===== config.mk =====
export PLATFORM = sky130hd
export DESIGN_NAME = fpu_seq
export DESIGN_NICKNAME = d
export VERILOG_FILES = /design/src/rtl/fpu_seq.sv
export SDC_FILE = /design/constraint.sdc
export NUM_CORES = 1
export LEC_CHECK = 0
export CAP_MARGIN = 5
export CORE_UTILIZATION = 40
export DETAILED_ROUTE_END_ITERATION = 8
export HOLD_SLACK_MARGIN = 0.1
export PLACE_DENSITY_LB_ADDON = 0.3
export SLEW_MARGIN = 10
export SYNTH_ARGS = -nofsm -noshare
export SYNTH_HDL_FRONTEND = slang
export SYNTH_SLANG_ARGS = --single-unit

===== constraint.sdc =====
create_clock -name clk -period 9.3 [get_ports clk]
set_input_delay 1.86 -clock clk [delete_from_list [all_inputs] [get_ports clk]]
set_output_delay 1.86 -clock clk [all_outputs]
set_load 0.01 [all_outputs]

===== src/rtl/fpu_seq.sv =====
// fpu_seq: single-issue sequencer that feeds one operation at a time to an external FPU
//
// Optional feature: define FPU_SEQ_ILLEGAL_FLAG_EN to add output out_illegal.
//
// Ports:
//   clk, rst                  clock, asynchronous active-high reset
//   in_valid/in_ready         operation handshake (in_a, in_b, in_op, in_tag)
//   fpu_a, fpu_b, fpu_opcode  registered operands/opcode presented to the FPU
//   fpu_result                result returned by the FPU
//   out_valid/out_ready       result handshake (out_result, out_tag)
//   out_illegal               captured opcode was illegal (FPU_SEQ_ILLEGAL_FLAG_EN only)
module fpu_seq #(
    parameter int WIDTH   = 24,
    parameter int TAG_W   = 4,
    parameter int MUL_LAT = 2
) (
    input  logic             clk,
    input  logic             rst,
    input  logic             in_valid,
    output logic             in_ready,
    input  logic [WIDTH-1:0] in_a,
    input  logic [WIDTH-1:0] in_b,
    input  logic [3:0]       in_op,
    input  logic [TAG_W-1:0] in_tag,
    output logic [WIDTH-1:0] fpu_a,
    output logic [WIDTH-1:0] fpu_b,
    output logic [3:0]       fpu_opcode,
    input  logic [WIDTH-1:0] fpu_result,
    output logic             out_valid,
    input  logic             out_ready,
    output logic [WIDTH-1:0] out_result,
    output logic [TAG_W-1:0] out_tag
`ifdef FPU_SEQ_ILLEGAL_FLAG_EN
    ,
    output logic             out_illegal
`endif
);
    typedef enum logic [1:0] {IDLE, EXEC, DONE} state_t;

    localparam logic [3:0] OP_MUL = 4'b0011;

    state_t            state, state_n;
    logic [2:0]        cnt;
    logic              issue;
    logic [TAG_W-1:0]  tag_q;
    logic              accept, capture, legal, ill_q;

    // The first EXEC cycle is the FPU issue cycle (operands just registered),
    // so the result can be captured no earlier than the second EXEC cycle.
    assign in_ready  = (state == IDLE) || (state == DONE && out_ready);
    assign accept    = in_valid && in_ready;
    assign capture   = (state == EXEC) && !issue && (cnt == 3'd0);
    assign legal     = (fpu_opcode <= 4'd6) || (fpu_opcode >= 4'd8 && fpu_opcode <= 4'd10);
    assign out_valid = (state == DONE);

    always_comb begin
        state_n = state;
        case (state)
            IDLE:    state_n = accept ? EXEC : IDLE;
            EXEC:    state_n = capture ? DONE : EXEC;
            DONE:    state_n = accept ? EXEC : (out_ready ? IDLE : DONE);
            default: state_n = IDLE;
        endcase
    end

    always_ff @(posedge clk or posedge rst) begin
        if (rst) begin
            state      <= IDLE;
            cnt        <= 3'd0;
            issue      <= 1'b0;
            fpu_a      <= '0;
            fpu_b      <= '0;
            fpu_opcode <= '0;
            tag_q      <= '0;
            out_result <= '0;
            out_tag    <= '0;
            ill_q      <= 1'b0;
        end else begin
            state <= state_n;
            if (accept) begin
                fpu_a      <= in_a;
                fpu_b      <= in_b;
                fpu_opcode <= in_op;
                tag_q      <= in_tag;
                issue      <= 1'b1;
                cnt        <= (in_op == OP_MUL) ? 3'(MUL_LAT) : 3'd0;
            end else if (state == EXEC) begin
                issue <= 1'b0;
                if (!issue && cnt != 3'd0)
                    cnt <= cnt - 3'd1;
            end
            // Illegal opcodes never expose whatever the FPU drove.
            if (capture) begin
                out_result <= legal ? fpu_result : '0;
                out_tag    <= tag_q;
                ill_q      <= !legal;
            end
        end
    end

`ifdef FPU_SEQ_ILLEGAL_FLAG_EN
    assign out_illegal = out_valid && ill_q;
`else
    logic unused_ill;
    assign unused_ill = ill_q;
`endif

endmodule


# --- Word level (Yosys, flattened, before mapping) ---
# Index checks and enable logic that the tools add are counted.
totals:
  ff_bits: 90
  wordCells: 43
  out_inout_bits: 82
  in_bits: 84
op_classes:
  n_lt_le_gt_ge: 3
  muxes: 12
  addsub: 1
  n_reduce_logical: 15
  eq_ne: 3
op_table:
  columns: ["cell", "count"]
  rows:
  - ["24-bit 2-to-1 mux", 1]
  - ["3-bit 2-to-1 mux", 3]
  - ["2-bit 2-to-1 mux", 4]
  - ["1-bit logical AND", 6]
  - ["2-bit case mux with 3 select lines", 1]
  - ["4-bit by 2-bit == test with 1-bit output, second input constant", 1]
  - ["4-bit greater-or-equal comparator, second input constant", 1]
  - ["4-bit by 3-bit <= comparator with 1-bit output, second input constant", 1]
  - ["4-bit <= comparator, second input constant", 1]
  - ["2-bit nonzero test", 2]
  - ["3-bit logical NOT", 1]
  - ["1-bit 2-to-1 mux", 3]
  - ["3-bit nonzero test", 1]
  - ["3-bit by 1-bit subtractor with 3-bit output, second input constant", 1]
  - ["2-bit by 1-bit == test with 1-bit output, second input constant", 1]
  - ["2-bit == test, second input constant", 1]
  - ["2-bit logical NOT", 1]
  - ["1-bit logical OR", 2]
  - ["2-bit AND reduction", 1]
  - ["1-bit logical NOT", 1]

# --- Depth between registers and ports, before layout ---
# Gate-level depths: netlist (run 1).
depth:
  word_depth: 6
  ltp_mapped: 7
  depth_no_buf: 5

# --- Worst setup path before layout (run 1) ---
# No wires, ideal clock.
synth_timing:
  path_type: "input -> output"
  start: "input port out_ready"
  end: "output port in_ready"
  t_required_ns: 7.440
  cell_stages: 2
  path_slack_ns: 5.218
  path_buffers: 0
  t_arrival_ns: 2.222
  cell_sequence: "and2b_1 > nor2_1"
synth_between:
  elab_chain_len: 2
synth_lines:
  columns: ["element", "line_no", "source"]
  rows:
  - ["start, declared", "30", "input logic out_ready,"]
  - ["1-bit logical AND", "50", "assign in_ready = (state == IDLE) || (state == DONE && out_ready);"]
  - ["1-bit logical OR", "50", null]
  - ["end, declared", "20", "output logic in_ready,"]
# No other way between the ends.

# --- Worst setup path after layout (run 1) ---
# Same ends and word-level chain as after synthesis.

==> reports/summary.txt, run 1 <==
Number of enable-type register cells in the synthesized netlist: 0
Minimum hold slack: 507.0 ps
Row cnt: 33
Reg2Reg Depth: 5
Arrival time at the worst endpoint: 3230 ps
Final estimated routing congestion in global placement: 0.7543
DPL Wire Length: 5512 um
Worst-margin pin slew: 1045 ps
Part of the Yosys area used for sequential elements: 64.84%
Yosys warning count: 0
Number of buffers added to fix hold violations after cts: 0
Gate Count Post-Synth: 222
Post-layout minimum cycle time: 5090 ps
Share of flip-flops with an asynchronous set or reset: 100.0%
Proportion of total power due to net switching: 30.29%
Library cells used by synthesis: 29
Buffers & Inverters on Critical Path: 2
Syn avg cell area: 15.65 um^2
Power share of the combinational group: 45.4%
Worst-path fanout max: 5
Setup bufs post-CTS: 0
Layout overhead on the synthesized area: 57.42%
Power density cells: 333.7 nW/um^2
Path class of the lowest-slack min-delay path: reg2reg
Filler Cell Count: 613
Horizontal die dimension: 95.19 um
Detailed-route wire length per cell: 15.77 um
Outcome: finished clean
Overall die height: 95.19 um
Cell area after synthesis: 3473 um^2
Number of maximum-capacitance violations: 0
Most used cell along the critical path: clkdlybuf4s50_1
Slowest CP cell: clkdlybuf4s50_1
Post-placement worst setup slack: 4215 ps
Post-synthesis sequential element count: 90
Setup TNS: 0 ps
Number of max-slew violations in the final report: 0
Core Area: 8299 um^2
Overall power after layout: 0.001825 W
Synth top area cells: dfrtp_1 65%, mux2_2 19%, a22o_1 5.8%
Crit Reg-Reg Startpoint: cnt[0]$_DFFE_PP0P_
Sequential share of power: 37.2%
Cell at the root of the clock tree: clkbuf_8
Area occupied by multi-input gates: 1145 um^2
Internal power summed over all cells: 0.001272 W
Count of cells resized by post-cts repair: 0
Final wirelength: 7886 um
DRC viols: 0
Maximum resistive drop on vdd: 0.0001564 V
Sequential cell area: 2252 um^2
Number of antenna violations at the first check in global routing: 0
Required time worst endpoint: 7440 ps
Worst setup slack after layout: 4210 ps
Vias in the first global route: 2623
Highest clock frequency the design can meet: 196.5 MHz
First drt pass iteration count: 3
Endpoint class of the critical path: output port
Antenna fix cells: 0
Initial standard-cell utilization of the core: 41.85%
Worst Clk Skew: 10.16 ps
CTS Buffer Depth: 2
RSZ-0062 raised after global routing: no
Clk_lat worst skew: 350 ps
Worst Hold Launch: tag_q[2]$_DFFE_PP0P_
Worst-path clk slew: 80 ps
TritonCTS Sinks: 90
TritonCTS buffer count: 9
Full die area: 9060 um^2
Switching Power: 0.0005528 W
Final worst-path cycle share: 54.73%
Stage delay of the slowest cell on the critical path: 530 ps
Utilization of the core after routing: 65.88%
Final number of setup-violating endpoints: 0
TritonCTS clock tree: yes
Leftover overflow at the end of global routing: 0
Critical setup path kind: in2out
Most common flop cell mapped by yosys: dfrtp_1
Critical Path Source Type: input port
Global router's overall resource usage: 18.08%
Final nets: 476
Share of cells above drive strength 1: 21.77%
Cell accounting for the most synthesized area: dfrtp_1
Hold Crit Depth: 1
Total vias in the final route: 2455
Cell type group with the largest total delay on the critical path: buffers and inverters
Count of input and output buffers: 165
CP cell instances: clkdlybuf4s50_1, and2b_1, nor2_1, clkdlybuf4s50_1
Number of vias per cell: 4.910
Fraction of power consumed by the clock network: 17.4%
Crit path from: out_ready
Worst-case headroom to the max-slew limit: 30.17%
Initial drt markers: 31
Count of final hold-check violations: 0
Number of top-level pins: 166
Number of nets with antenna violations after detailed routing: 0
Top-area cell type share of the netlist area: 64.84%
First-pass GRT wire length: 12390 um
Synthesized net count: 308
H-tree levels: 3
Leakage power of the design: 2.290 nW
Maximum number of pins on one net before global-route repair: 91
Worst path depth: 4
cell usage after synthesis (2+ instances only):
library cell / instances
dfrtp_1: 90
mux2_2: 60
a22o_1: 23
buf_2: 7
a21oi_1: 5
inv_1: 5
nor2_1: 4
o21ai_0: 4
buf_6: 2
clkbuf_1: 2
ha_1: 2
worst paths after layout:
| check | slack [ps] | end |
|---|---|---|
| worst max-delay path | 4210 | in_ready |
| worst min-delay path | 510 | tag_q[2]$_DFFE_PP0P_ |
| worst max register to register | 7120 | out_tag[2]$_DFFE_PP0P_ |
| worst min register to register | 510 | tag_q[2]$_DFFE_PP0P_ |
| max in group asynchronous | 6730 | fpu_b[15]$_DFFE_PP0P_ |
| min in group asynchronous | 2040 | fpu_a[1]$_DFFE_PP0P_ |
layout by cell type, fill, tap and decap left out, types with 2 or more instances in the layout:
master,n
mux2_2,60
bufinv_16,3
inv_1,4
ha_1,2
buf_4,2
a21oi_1,5
a22o_1,23
o21ai_0,4
clkbuf_8,9
clkinvlp_4,2
clkdlybuf4s50_1,165
dfrtp_1,90
nor2_1,3
per-layer routing:
layer | GRT usage [%] | part of all wire, %
met3 | 5.582 | 9.0
met4 | 8.460 | 1.5
met2 | 29.64 | 49
met5 | 0 | 0
met1 | 21.67 | 41
area by class of cell:
class | count | area share, %
clock inverter | 6 | 2.082
timing repair buffer | 168 | 30.69
clock buffer | 10 | 2.334
multi-input combinational | 116 | 20.94
inverter | 5 | 0.3661
sequential | 90 | 41.19
tap | 105 | 2.403
cell families after synthesis:
| logic type | after synthesis | share of synthesized area, % |
|---|---|---|
| and+or+nand+nor | 17 | 3.386 |
| buffers and inverters | 16 | 2.414 |
| AOI/OAI and AO/OA | 37 | 9.186 |
| DFF | 90 | 64.84 |
| adders and majority gates | 2 | 0.7203 |
| muxes | 60 | 19.45 |
metrics by stage:
step | area, um^2 | instances
2_1_floorplan | 3473 | 222
3_3_place_gp | 5223 | 484
3_5_place_dp | 5223 | 484
4_1_cts | 5464 | 500
5_1_grt | 5468 | 500
6_report | 5468 | 500
registers in the layout (all words and copies together) (netlist names):
signal / flops
tag_q: 4
state: 2
fpu_a: 24
out_result: 24
cnt: 3
fpu_b: 24
fpu_opcode: 4
out_tag: 4
issue: 1
power by group through the flow:
stage / Clock [W] / Combinational (W) / Sequential (W)
6_report: 0.000317 / 0.000829 / 0.000679
2_1_floorplan: 0 / 0.000325 / 0.000757
3_5_place_dp: 0 / 0.000836 / 0.000688
4_1_cts: 0.000329 / 0.000842 / 0.000681
5_1_grt: 0.000344 / 0.000889 / 0.000706
3_3_place_gp: 0 / 0.000821 / 0.000675
worst register-to-register path, stage by stage (launching register included):
cell	delay (ps)
dfrtp_1	390
inv_1	110
ha_1	200
nor2b_1	210
nand2_1	630
mux2_2	530
Power figures use the tool's default switching activity.
==> run 2: changes to the inputs <==
==> constraint.sdc (replaced) <==
create_clock -name clk -period 4.7 [get_ports clk]
set_input_delay 0.94 -clock clk [delete_from_list [all_inputs] [get_ports clk]]
set_output_delay 0.94 -clock clk [all_outputs]
set_load 0.01 [all_outputs]
==> run 2 against run 1 <==
  * Non-clock buffer count rose by 1
  * Sequential power up 99%
  * Sequential cell count unchanged
  * Clock-buffer cell count is 1 lower
  * Worst setup slack lost 2800 ps
  * Critical path depth is the same
  * Clock power is 68% higher
  * Critical endpoint unchanged
==> reports/summary.txt, run 2 (same netlist as run 1, synthesis figures left out) <==
Horizontal die dimension: 95.19 um (unchanged)
Area occupied by multi-input gates: 1145 um^2 (unchanged)
Number of buffers added to fix hold violations after cts: 0 (unchanged)
Number of antenna violations at the first check in global routing: 0 (unchanged)
Setup TNS: 0 ps (unchanged)
Global router's overall resource usage: 18.54% (+0.47 points)
Final wirelength: 8178 um (+3.7%)
Leakage power of the design: 2.278 nW (-0.54%)
Worst Clk Skew: 9.402 ps (-0.7536 ps)
Initial drt markers: 55 (+77%)
Internal power summed over all cells: 0.002414 W (+90%)
Required time worst endpoint: 3760 ps (-3680 ps)
Final worst-path cycle share: 69.81%
Cell at the root of the clock tree: clkbuf_8
Clk_lat worst skew: 360 ps (about the same)
CTS Buffer Depth: 2 (unchanged)
Number of max-slew violations in the final report: 0 (unchanged)
Number of vias per cell: 4.992 (+1.7%)
Worst-path fanout max: 5 (unchanged)
Final number of setup-violating endpoints: 0 (unchanged)
First drt pass iteration count: 4 (+1)
Detailed-route wire length per cell: 16.32 um (+3.5%)
Outcome: finished clean
Count of final hold-check violations: 0 (unchanged)
Number of maximum-capacitance violations: 0 (unchanged)
Power density cells: 650.4 nW/um^2 (+95%)
Fraction of power consumed by the clock network: 15.1% (-2.3 points)
Post-layout minimum cycle time: 3281 ps
Number of top-level pins: 166 (unchanged)
Worst-case headroom to the max-slew limit: 28.28% (-1.9 points)
Maximum resistive drop on vdd: 0.0002978 V (+90%)
Vias in the first global route: 2574 (-1.9%)
Overall die height: 95.19 um (unchanged)
TritonCTS Sinks: 90 (unchanged)
Utilization of the core after routing: 65.45% (-0.44 points)
First-pass GRT wire length: 12520 um (+1.1%)
Sequential cell area: 2252 um^2 (unchanged)
Sequential share of power: 38.2% (+1.0 points)
RSZ-0062 raised after global routing: no
TritonCTS clock tree: yes
Most common cell after layout, fill and taps aside: clkdlybuf4s50_1
Highest clock frequency the design can meet: 304.8 MHz
Number of nets with antenna violations after detailed routing: 0 (unchanged)
Count of cells resized by post-cts repair: 0 (unchanged)
Leftover overflow at the end of global routing: 0 (unchanged)
Arrival time at the worst endpoint: 2340 ps (-890 ps)
Maximum number of pins on one net before global-route repair: 67 (-26%)
Switching Power: 0.001118 W (+100%)
Largest registers in the final layout: fpu_a x24, fpu_b x24, out_result x24
Final estimated routing congestion in global placement: 0.7279 (-3.5%)
Count of input and output buffers: 165 (unchanged)
Critical setup path kind: in2out
Initial standard-cell utilization of the core: 41.85% (unchanged)
Endpoint class of the critical path: output port
Antenna fix cells: 0 (unchanged)
Setup bufs post-CTS: 0 (unchanged)
Worst-margin pin slew: 1073 ps (+28.32 ps)
Final nets: 477 (+0.21%)
Worst-path clk slew: 90 ps (about the same)
TritonCTS buffer count: 9 (unchanged)
DRC viols: 0 (unchanged)
Critical Path Source Type: input port
Share of cells above drive strength 1: 22.22% (+0.45 points)
DPL Wire Length: 5842 um (+6.0%)
Core Area: 8299 um^2 (unchanged)
Power share of the combinational group: 46.7% (+1.3 points)
Layout overhead on the synthesized area: 56.38%
Path class of the lowest-slack min-delay path: reg2reg
H-tree levels: 3 (unchanged)
Commonest cells after routing, fill and taps aside: 165 x clkdlybuf4s50_1, 90 x dfrtp_1, 60 x mux2_2, 23 x a22o_1, 9 x clkbuf_8
Full die area: 9060 um^2 (unchanged)
Filler Cell Count: 626 (+2.1%)
Row cnt: 33 (unchanged)
Proportion of total power due to net switching: 31.65% (+1.4 points)
Total vias in the final route: 2501 (+1.9%)
==> run 2: cell count changes in the layout (fill, tap and decap cells not counted), sizes merged <==
| cell | change |
|---|---|
| buf | +1 |
| bufinv | -2 |
| clkbuf | -1 |
| clkinv | +1 |
| inv | +2 |
==> run 2: through the flow <==
stage,total power [W],setup slack [ps],hold WS [ps],cell area [um^2],cells
floorplan,0.002141,1425,476.7,3473,222
global placement,0.002971,1457,486.4,5230,485
detailed placement,0.003026,1435,490.6,5230,485
CTS,0.003572,1425,513.1,5430,501
global route,0.003746,1393,522.9,5431,501
finish,0.003533,1419,508.8,5431,501
==> run 2: worst paths after layout <==
check,startpoint,cells past startpoint,to,slack (ps)
setup / recovery,out_ready,4,in_ready,1420
setup reg to reg,cnt[0]$_DFFE_PP0P_,5,out_tag[1]$_DFFE_PP0P_,2480
min in group asynchronous,rst,2,fpu_a[0]$_DFFE_PP0P_,1080
max in group asynchronous,rst,3,out_tag[1]$_DFFE_PP0P_,2750
hold / removal,out_result[11]$_DFFE_PP0P_,1,out_result[11]$_DFFE_PP0P_,510
hold reg to reg,out_result[11]$_DFFE_PP0P_,1,out_result[11]$_DFFE_PP0P_,510
==> run 2: power groups by stage <==
stage	clock network (W)	registers, W	logic (W)
6_report	0.000533	0.00135	0.00165
5_1_grt	0.000573	0.00140	0.00177
4_1_cts	0.000547	0.00135	0.00167
3_5_place_dp	0	0.00137	0.00166
3_3_place_gp	0	0.00134	0.00163
2_1_floorplan	0	0.00150	0.000643
==> run 2: cell type report <==
class                   count  share of cell area (%)
flip-flops and latches     90                   41.47
repair buffers            169                   30.96
clock inverters             7                   1.405
clock buffers               9                   2.281
inverters                   5                  0.3916
well taps                 105                   2.419
multi-input cells         116                   21.08
==> run 2: per-layer routing <==
metal / up-vias / share of wire (%) / GRT usage (%) / wire length, um
li1: 1142 / - / - / -
met1: 1229 / 42 / 23.31 / 3425
met2: 115 / 47 / 29.29 / 3836
met3: 15 / 9.0 / 5.183 / 736
met4: 0 / 2.2 / 9.343 / 180
met5: - / 0 / 0 / 0
==> run 2: worst max-delay path: stages <==
cell             delay, ps
clkdlybuf4s50_1        490
and2b_1                260
nor2_1                 120
clkdlybuf4s50_1        540
==> run 3: changes to the inputs <==
--- a/config.mk
+++ b/config.mk
@@ -6,7 +6,7 @@
 export NUM_CORES = 1
 export LEC_CHECK = 0
 export CAP_MARGIN = 5
-export CORE_UTILIZATION = 40
+export CORE_UTILIZATION = 37
 export DETAILED_ROUTE_END_ITERATION = 8
 export HOLD_SLACK_MARGIN = 0.1
 export PLACE_DENSITY_LB_ADDON = 0.3
==> constraint.sdc (replaced) <==
create_clock -name clk -period 2.72 [get_ports clk]
set_input_delay 0.544 -clock clk [delete_from_list [all_inputs] [get_ports clk]]
set_output_delay 0.544 -clock clk [all_outputs]
set_load 0.01 [all_outputs]
==> run 3 against run 2 <==
  * Cell area up 1.7%
  * First-iteration DRC count fell by 33%
  * Clock-buffer cell count is 1 higher
  * Sequential cell count did not move
  * Total power increased by 79%
  * Routed wire length down 3.8%
  * Worst hold slack lost 5.5 ps
  * Largest cell class unchanged
==> reports/summary.txt, run 3 (same netlist as run 1, synthesis figures left out) <==
Setup slack, reg-to-reg: 830 ps (-1650 ps)
Global router's overall resource usage: 16.95% (-1.6 points)
Most used cell along the critical path: clkdlybuf4s50_1
Path class of the lowest-slack min-delay path: reg2reg
Worst-margin pin slew: 364.1 ps (-709.1 ps)
Share of cells above drive strength 1: 21.97% (-0.25 points)
Required time worst endpoint: 2180 ps (-1580 ps)
Most common cell after layout, fill and taps aside: clkdlybuf4s50_1
TritonCTS buffer count: 9 (unchanged)
Worst-path clk slew: 70 ps (-20 ps)
DRC viols: 0 (unchanged)
Count of input and output buffers: 165 (unchanged)
Full die area: 9779 um^2 (+7.9%)
Final number of setup-violating endpoints: 0 (unchanged)
Maximum number of pins on one net before global-route repair: 67 (unchanged)
Leftover overflow at the end of global routing: 0 (unchanged)
Antenna fix cells: 0 (unchanged)
Number of nets with antenna violations after detailed routing: 0 (unchanged)
Critical setup path kind: in2out
Maximum resistive drop on vdd: 0.0006017 V (+100%)
Worst Clk Skew: 17.88 ps (+8.476 ps)
Number of buffers added to fix hold violations after cts: 0 (unchanged)
Overall die height: 98.89 um (+3.9%)
Power density cells: 1144 nW/um^2 (+76%)
Row cnt: 34 (+3.0%)
CTS Buffer Depth: 2 (unchanged)
Core Area: 8891 um^2 (+7.1%)
Largest registers in the final layout: fpu_a x24, fpu_b x24, out_result x24
Count of cells resized by post-cts repair: 0 (unchanged)
Arrival time at the worst endpoint: 1920 ps (-420 ps)
Initial drt markers: 37 (-33%)
Number of max-slew violations in the final report: 0 (unchanged)
Layout overhead on the synthesized area: 59.04%
Outcome: finished clean
Count of final hold-check violations: 0 (unchanged)
Final wirelength: 7866 um (-3.8%)
Buffers & Inverters on Critical Path: 2 (unchanged)
Slowest CP cell: clkdlybuf4s50_1
Critical Path Source Type: input port
Horizontal die dimension: 98.89 um (+3.9%)
DPL Wire Length: 5619 um (-3.8%)
Worst-case headroom to the max-slew limit: 75.73% (+47 points)
Final worst-path cycle share: 90.68%
Post-layout minimum cycle time: 2466 ps
Post-route cell area: 5524 um^2 (+1.7%)
TritonCTS clock tree: yes
Total vias in the final route: 2458 (-1.7%)
Setup bufs post-CTS: 0 (unchanged)
Vias in the first global route: 2608 (+1.3%)
Highest clock frequency the design can meet: 405.4 MHz
Commonest cells after routing, fill and taps aside: 165 x clkdlybuf4s50_1, 90 x dfrtp_1, 60 x mux2_2, 23 x a22o_1, 9 x clkbuf_8
Worst setup slack after layout: 253.6 ps (-1165 ps)
Final nets: 478 (+0.21%)
CP cell instances: clkdlybuf4s50_1, and2b_1, nor2_1, clkdlybuf4s50_1
Cell type group with the largest total delay on the critical path: buffers and inverters
RSZ-0062 raised after global routing: no
Number of vias per cell: 4.877 (-2.3%)
Stage delay of the slowest cell on the critical path: 540 ps (about the same)
Overall power after layout: 0.006318 W (+79%)
Number of top-level pins: 166 (unchanged)
H-tree levels: 3 (unchanged)
Detailed-route wire length per cell: 15.61 um (-4.4%)
Setup TNS: 0 ps (unchanged)
First drt pass iteration count: 4 (unchanged)
Number of maximum-capacitance violations: 0 (unchanged)
TritonCTS Sinks: 90 (unchanged)
Post-placement worst setup slack: 248.1 ps (-1187 ps)
Initial standard-cell utilization of the core: 39.07% (-2.8 points)
Cell at the root of the clock tree: clkbuf_8
Clk_lat worst skew: 350 ps (about the same)
Endpoint class of the critical path: output port
Post-Place Cell Area: 5269 um^2 (+0.74%)
Final estimated routing congestion in global placement: 0.6816 (-6.4%)
Number of antenna violations at the first check in global routing: 0 (unchanged)
First-pass GRT wire length: 12890 um (+3.0%)
Worst-path fanout max: 5 (unchanged)
Leakage power of the design: 2.312 nW (+1.5%)
-- run 3: cell count changes in the layout (fill, tap and decap cells not counted), sizes merged --
cell    change
inv         -3
bufinv      +3
clkinv      -2
clkbuf      +1
buf         +1
-- run 3: metal layers --
layer / track usage, % / part of all wire (%) / up-vias
li1: - / - / 1143
met1: 22.37 / 44 / 1191
met2: 26.41 / 46 / 115
met3: 5.390 / 8.9 / 9
met4: 5.855 / 0.97 / 0
met5: 0 / 0 / -
-- run 3: path summary, 6_finish.rpt --
kind / from / end / cells after the start
max: out_ready / in_ready / 4
min: out_result[18]$_DFFE_PP0P_ / out_result[18]$_DFFE_PP0P_ / 1
max reg2reg: cnt[0]$_DFFE_PP0P_ / out_result[15]$_DFFE_PP0P_ / 6
min reg2reg: out_result[18]$_DFFE_PP0P_ / out_result[18]$_DFFE_PP0P_ / 1
max in group asynchronous: rst / issue$_DFFE_PP0P_ / 3
min in group asynchronous: rst / fpu_a[8]$_DFFE_PP0P_ / 3
-- run 3: where the power goes --
group          total [W]  internal (W)  switching, W
Clock            0.00115      0.000699      0.000450
Sequential       0.00232       0.00197      0.000343
Combinational    0.00285       0.00178       0.00107
-- run 3: layout make-up --
class	count	area (um^2)
multi-input cells	116	1145
well taps	108	135.1
clock inverters	5	127.6
repair buffers	170	1714
flip-flops and latches	90	2252
inverters	5	22.52
fillers	691	3367
clock buffers	10	127.6
-- run 3: through the flow --
step / utilization, % / hold WS (ps) / std cells
floorplan: - / 476.7 / 222
global placement: 59.26 / 484.7 / 489
detailed placement: 59.26 / 489.5 / 489
CTS: 62.13 / 507.2 / 504
global route: 62.13 / 522.2 / 504
finish: 62.13 / 503.3 / 504
